`src/rtl/slave_bfm_pkg.sv`:
```
// Shared types for the APB slave BFM: driver FSM states and the captured-transfer record.
// The record's address field is 32 bits wide, matching the default ADDR_WIDTH.
package slave_bfm_pkg;

  localparam int DATA_WIDTH  = 32;
  localparam int XFER_ADDR_W = 32;

  typedef enum logic [1:0] {
    IDLE   = 2'd0,
    SETUP  = 2'd1,
    ACCESS = 2'd2
  } state_e;

  typedef struct packed {
    logic                   write;
    logic [XFER_ADDR_W-1:0] addr;
    logic [DATA_WIDTH-1:0]  data;
    logic                   slverr;
  } xfer_t;

endpackage

```
`src/rtl/slave_bfm_monitor.sv`:
```
// Transfer monitor: registers each completed transfer, pulses valid, counts completions
// and reports protocol violations one cycle after they are seen on the bus.
module slave_bfm_monitor
  import slave_bfm_pkg::*;
#(
  parameter int ADDR_WIDTH = 32
) (
  input  logic                  i_clk,
  input  logic                  i_rst_n,
  input  logic                  i_done,
  input  logic                  i_proto_err,
  input  xfer_t                 i_xfer,
  output logic                  o_valid,
  output logic                  o_write,
  output logic [ADDR_WIDTH-1:0] o_addr,
  output logic [DATA_WIDTH-1:0] o_data,
  output logic                  o_slverr,
  output logic                  o_proto_err,
  output logic [15:0]           o_count
);

  xfer_t       r_cap;
  logic        r_valid;
  logic        r_proto;
  logic [15:0] r_count;

  always_ff @(posedge i_clk or negedge i_rst_n) begin
    if (!i_rst_n) begin
      r_cap   <= '0;
      r_valid <= 1'b0;
      r_proto <= 1'b0;
      r_count <= 16'd0;
    end else begin
      r_valid <= i_done;
      r_proto <= i_proto_err;
      if (i_done) begin
        r_cap   <= i_xfer;
        r_count <= r_count + 16'd1;
      end
    end
  end

  assign o_valid     = r_valid;
  assign o_write     = r_cap.write;
  assign o_addr      = ADDR_WIDTH'(r_cap.addr);
  assign o_data      = r_cap.data;
  assign o_slverr    = r_cap.slverr;
  assign o_proto_err = r_proto;
  assign o_count     = r_count;

endmodule

```
`config.mk`:
```
export PLATFORM = sky130hd
export DESIGN_NAME = slave_bfm_monitor
export DESIGN_NICKNAME = d
export VERILOG_FILES = /design/src/rtl/slave_bfm_pkg.sv /design/src/rtl/slave_bfm_monitor.sv
export SDC_FILE = /design/constraint.sdc
export NUM_CORES = 1
export LEC_CHECK = 0
export ABC_AREA = 1
export CORE_MARGIN = 2
export CORE_UTILIZATION = 25
export DETAILED_ROUTE_END_ITERATION = 8
export PLACE_DENSITY = 0.59
export SLEW_MARGIN = 20
export SYNTH_ARGS = -nofsm -noshare
export SYNTH_HDL_FRONTEND = slang
export SYNTH_SLANG_ARGS = --single-unit
```
`constraint.sdc`:
```
create_clock -name i_clk -period 1.6 [get_ports i_clk]
set_input_delay 0.32 -clock i_clk [delete_from_list [all_inputs] [get_ports i_clk]]
set_output_delay 0.32 -clock i_clk [all_outputs]
set_load 0.05 [all_outputs]
```
==> results.md <==
* FF-to-FF path depth at 6
* Netlist cell types at 22
* First-pass GRT wire length at 14700 um
* Fin Setup TNS at 0 ns
* Setup CP Type: flip-flop to output port
* Largest family of logic cells by synthesized area: simple AND/OR/NAND/NOR gates
* CTS buffer count at 9
* CTS Hold Bufs at 1
* Synth Area in Simple Gates at 31.0%
* Critical Path Sink Type: output port
* Top delay family on crit path: flip-flops
* Largest net degree at the start of global routing at 42
* WP data required at 1.28 ns
* Antenna diode count at 0
* P_leak at 2.86 nW
* EDFF count, synth at 0
* Clock Tree Root: clkbuf_16
* Place WS at 0.223 ns
* Post-Route WL at 8810 um
* Relative slew margins at 76.5%
* IO Pins at 154
* DRC Markers at 0
* Synth top area share at 61.2%
* DP HPWL at 6570 um
* Total Routing Usage GR at 12.7%
* Worst VDD drop at 0.566 mV
* Worst-Margin Slew at 0.353 ns
* Die footprint at 14700 um^2
* Worst min path class: input port to flip-flop
* DR WL/cell at 12.0 um
* Hold path depth at 1
* Area growth from synthesis to layout at 60.4%
* Mux contribution to synthesized area at 0%
* Post-CTS setup buffer count at 0
* Net count after synthesis at 465
* Reg2Reg Launch Point: o_count[0]
* RSZ-0062 raised after global routing: no
* Filler instances at 1376
* Area of the multi-input gates at 1170 um^2
* Core area at 13300 um^2
* Die Width at 121 um
* DRT antenna net count at 0
* Routability cong. at 0.751
* Cell chain of the critical path: buf_12
* Sum of buffers and inverters on the critical path at 1
* Post-Synth XOR/XNOR Area at 2.73%
* DR top layer: met4
* Achievable clock frequency at 0.717 GHz
* Number of global-route vias before repair at 3003
* Port Buffers at 153
* Critical Path Stages at 1
* Starting Density at 25.7%
* First DRT Iteration DRCs at 73
* Wl on met1 at 4000 um
* Cells after synthesis at 394
* Avg Cell Area, Syn at 8.71 um^2
* Met3 WL post-DR at 673 um
* Synth Area in Compound Gates at 0%
* Storage cell area at 2100 um^2
* Crit path launch: o_count[2]
* CTS Sinks at 84
* Worst-Skew Late Latency at 0.34 ns
* Final Total Pwr at 0.00678 W
* DR WL met2 at 3980 um
* Synth area leader: dfrtp_1
* PwrDens at 1230 nW/um^2
* CTS resizes at 0
* Pre-antenna DRT Iters at 4
* Synth Register Bits at 84
* Grt total ovfl at 0
* Share of cells above drive strength 1 at 21.9%
* Largest buffer count on any clock path at 2
* Post-synthesis cell area at 3430 um^2
* Fin. max-slew vios at 0
* Initial antenna violation count at 0
* Setup ws final at 0.206 ns
* CP max FO at 7
* Max stage delay on crit path at 0.55 ns
* Main synth FF type: dfrtp_1
* Reg-to-reg setup timing slack at 0.22 ns
* Average via count per standard cell at 4.11
* Final min period at 1.39 ns
* Die height at 121 um
* Row count at 42
* Status: finished, final reports clean
* Reg-to-Reg End: o_count[14]
* Clock Skew at 0.00455 ns
* Endpoints failing hold at 0
* Sequential share of the synthesized area at 61.2%
* Crit path DAT at 1.07 ns
* # setup viols final at 0
* Via Count at 3006
* YS warnings at 0
* Kind of start point of the critical path: flip-flop
* Crit path to: o_count[2]
* CTS tree: yes
* Synth area leaders: dfrtp_1, nand2_1, inv_1
* Slowest CP cell: dfrtp_1
* Post-synthesis adder-cell area fraction at 0.364%
* Reg clk slew, reported paths at 0.06 ns
* Period utilization at 87.1%
* Ys async rst share at 100%
* Max-cap violations at 0
* Htree depth at 3
* Final #Nets at 622
## worst min-delay path by stage
stage	to	startpoint
after floorplan	o_addr[0]	i_rst_n
after global placement	o_addr[15]	i_rst_n
after detailed placement	o_addr[21]	i_rst_n
after CTS	o_valid	i_done
after global routing	o_valid	i_done
final	o_valid	i_done
## synthesized netlist by cell type, types with 2 or more instances
library cell    n
nand2_1       228
dfrtp_1        84
inv_1          21
nor2_1         11
buf_2           9
nand3_1         7
nand4_1         7
xor2_1          6
clkbuf_1        4
nand2_2         2
nand4_2         2
nor2_2          2
xnor2_2         2
## sequential cells by signal, indices dropped and copies added, names as in the netlist
signal and cells:
o_addr 32, o_data 32, o_valid 1, o_slverr 1, o_count 16, o_proto_err 1, o_write 1
## layer usage
layer / up-vias / track usage [%]
met5: - / 0
met2: 104 / 20.0
met3: 11 / 3.85
li1: 1508 / -
met1: 1383 / 16.0
met4: 0 / 5.60
## per-stage QoR
step           utilization (%)  hold slack (ns)  instances  area (um^2)
2_1_floorplan                -           0.0244        394         3440
3_3_place_gp              38.9            0.210        715         5190
3_5_place_dp              38.9            0.209        715         5190
4_1_cts                   41.3            0.222        732         5510
5_1_grt                   41.3            0.225        732         5510
6_report                  41.3            0.237        732         5510
## placed cells by master, fill, tap and decap left out
master / count
nor2b_1: 1
nor2_4: 1
inv_2: 1
buf_2: 1
bufinv_16: 1
inv_1: 21
xnor2_2: 2
xnor2_1: 1
nor3_2: 1
clkinv_2: 2
nand4_1: 7
ha_1: 1
nand2_1: 228
buf_4: 72
nand3_1: 7
dfrtp_2: 2
nor2_1: 11
nand3_2: 1
nand4_2: 2
clkinvlp_4: 1
xor2_1: 6
clkbuf_8: 2
clkdlybuf4s50_1: 67
dfrtp_1: 82
nand2_2: 2
nor2_2: 2
clkbuf_16: 9
buf_12: 20
dlygate4sd3_1: 1
clkbuf_1: 1
## where the power goes
part,internal (W),total [W],switching (W),leakage [nW]
Sequential,0.00236,0.00263,0.000271,1.02
Combinational,0.000807,0.00204,0.00123,1.69
Clock,0.00129,0.00211,0.000819,0.149
Total,0.00446,0.00678,0.00232,2.86
## layout make-up
type                    instances  share of cell area [%]
flip-flops and latches         84                    38.2
repair buffers                161                    29.5
multi-input cells             273                    21.2
clock buffers                  12                    4.66
well taps                     176                    4.00
inverters                      22                    1.50
clock inverters                 4                   0.863
## cell families after synthesis
| logic type | count (synthesis) |
|---|---|
| xor+xnor | 9 |
| fa+ha+maj | 1 |
| buf+inv | 37 |
| simple gates | 263 |
| flops | 84 |
No activity file was read; power rests on OpenSTA's default activity.
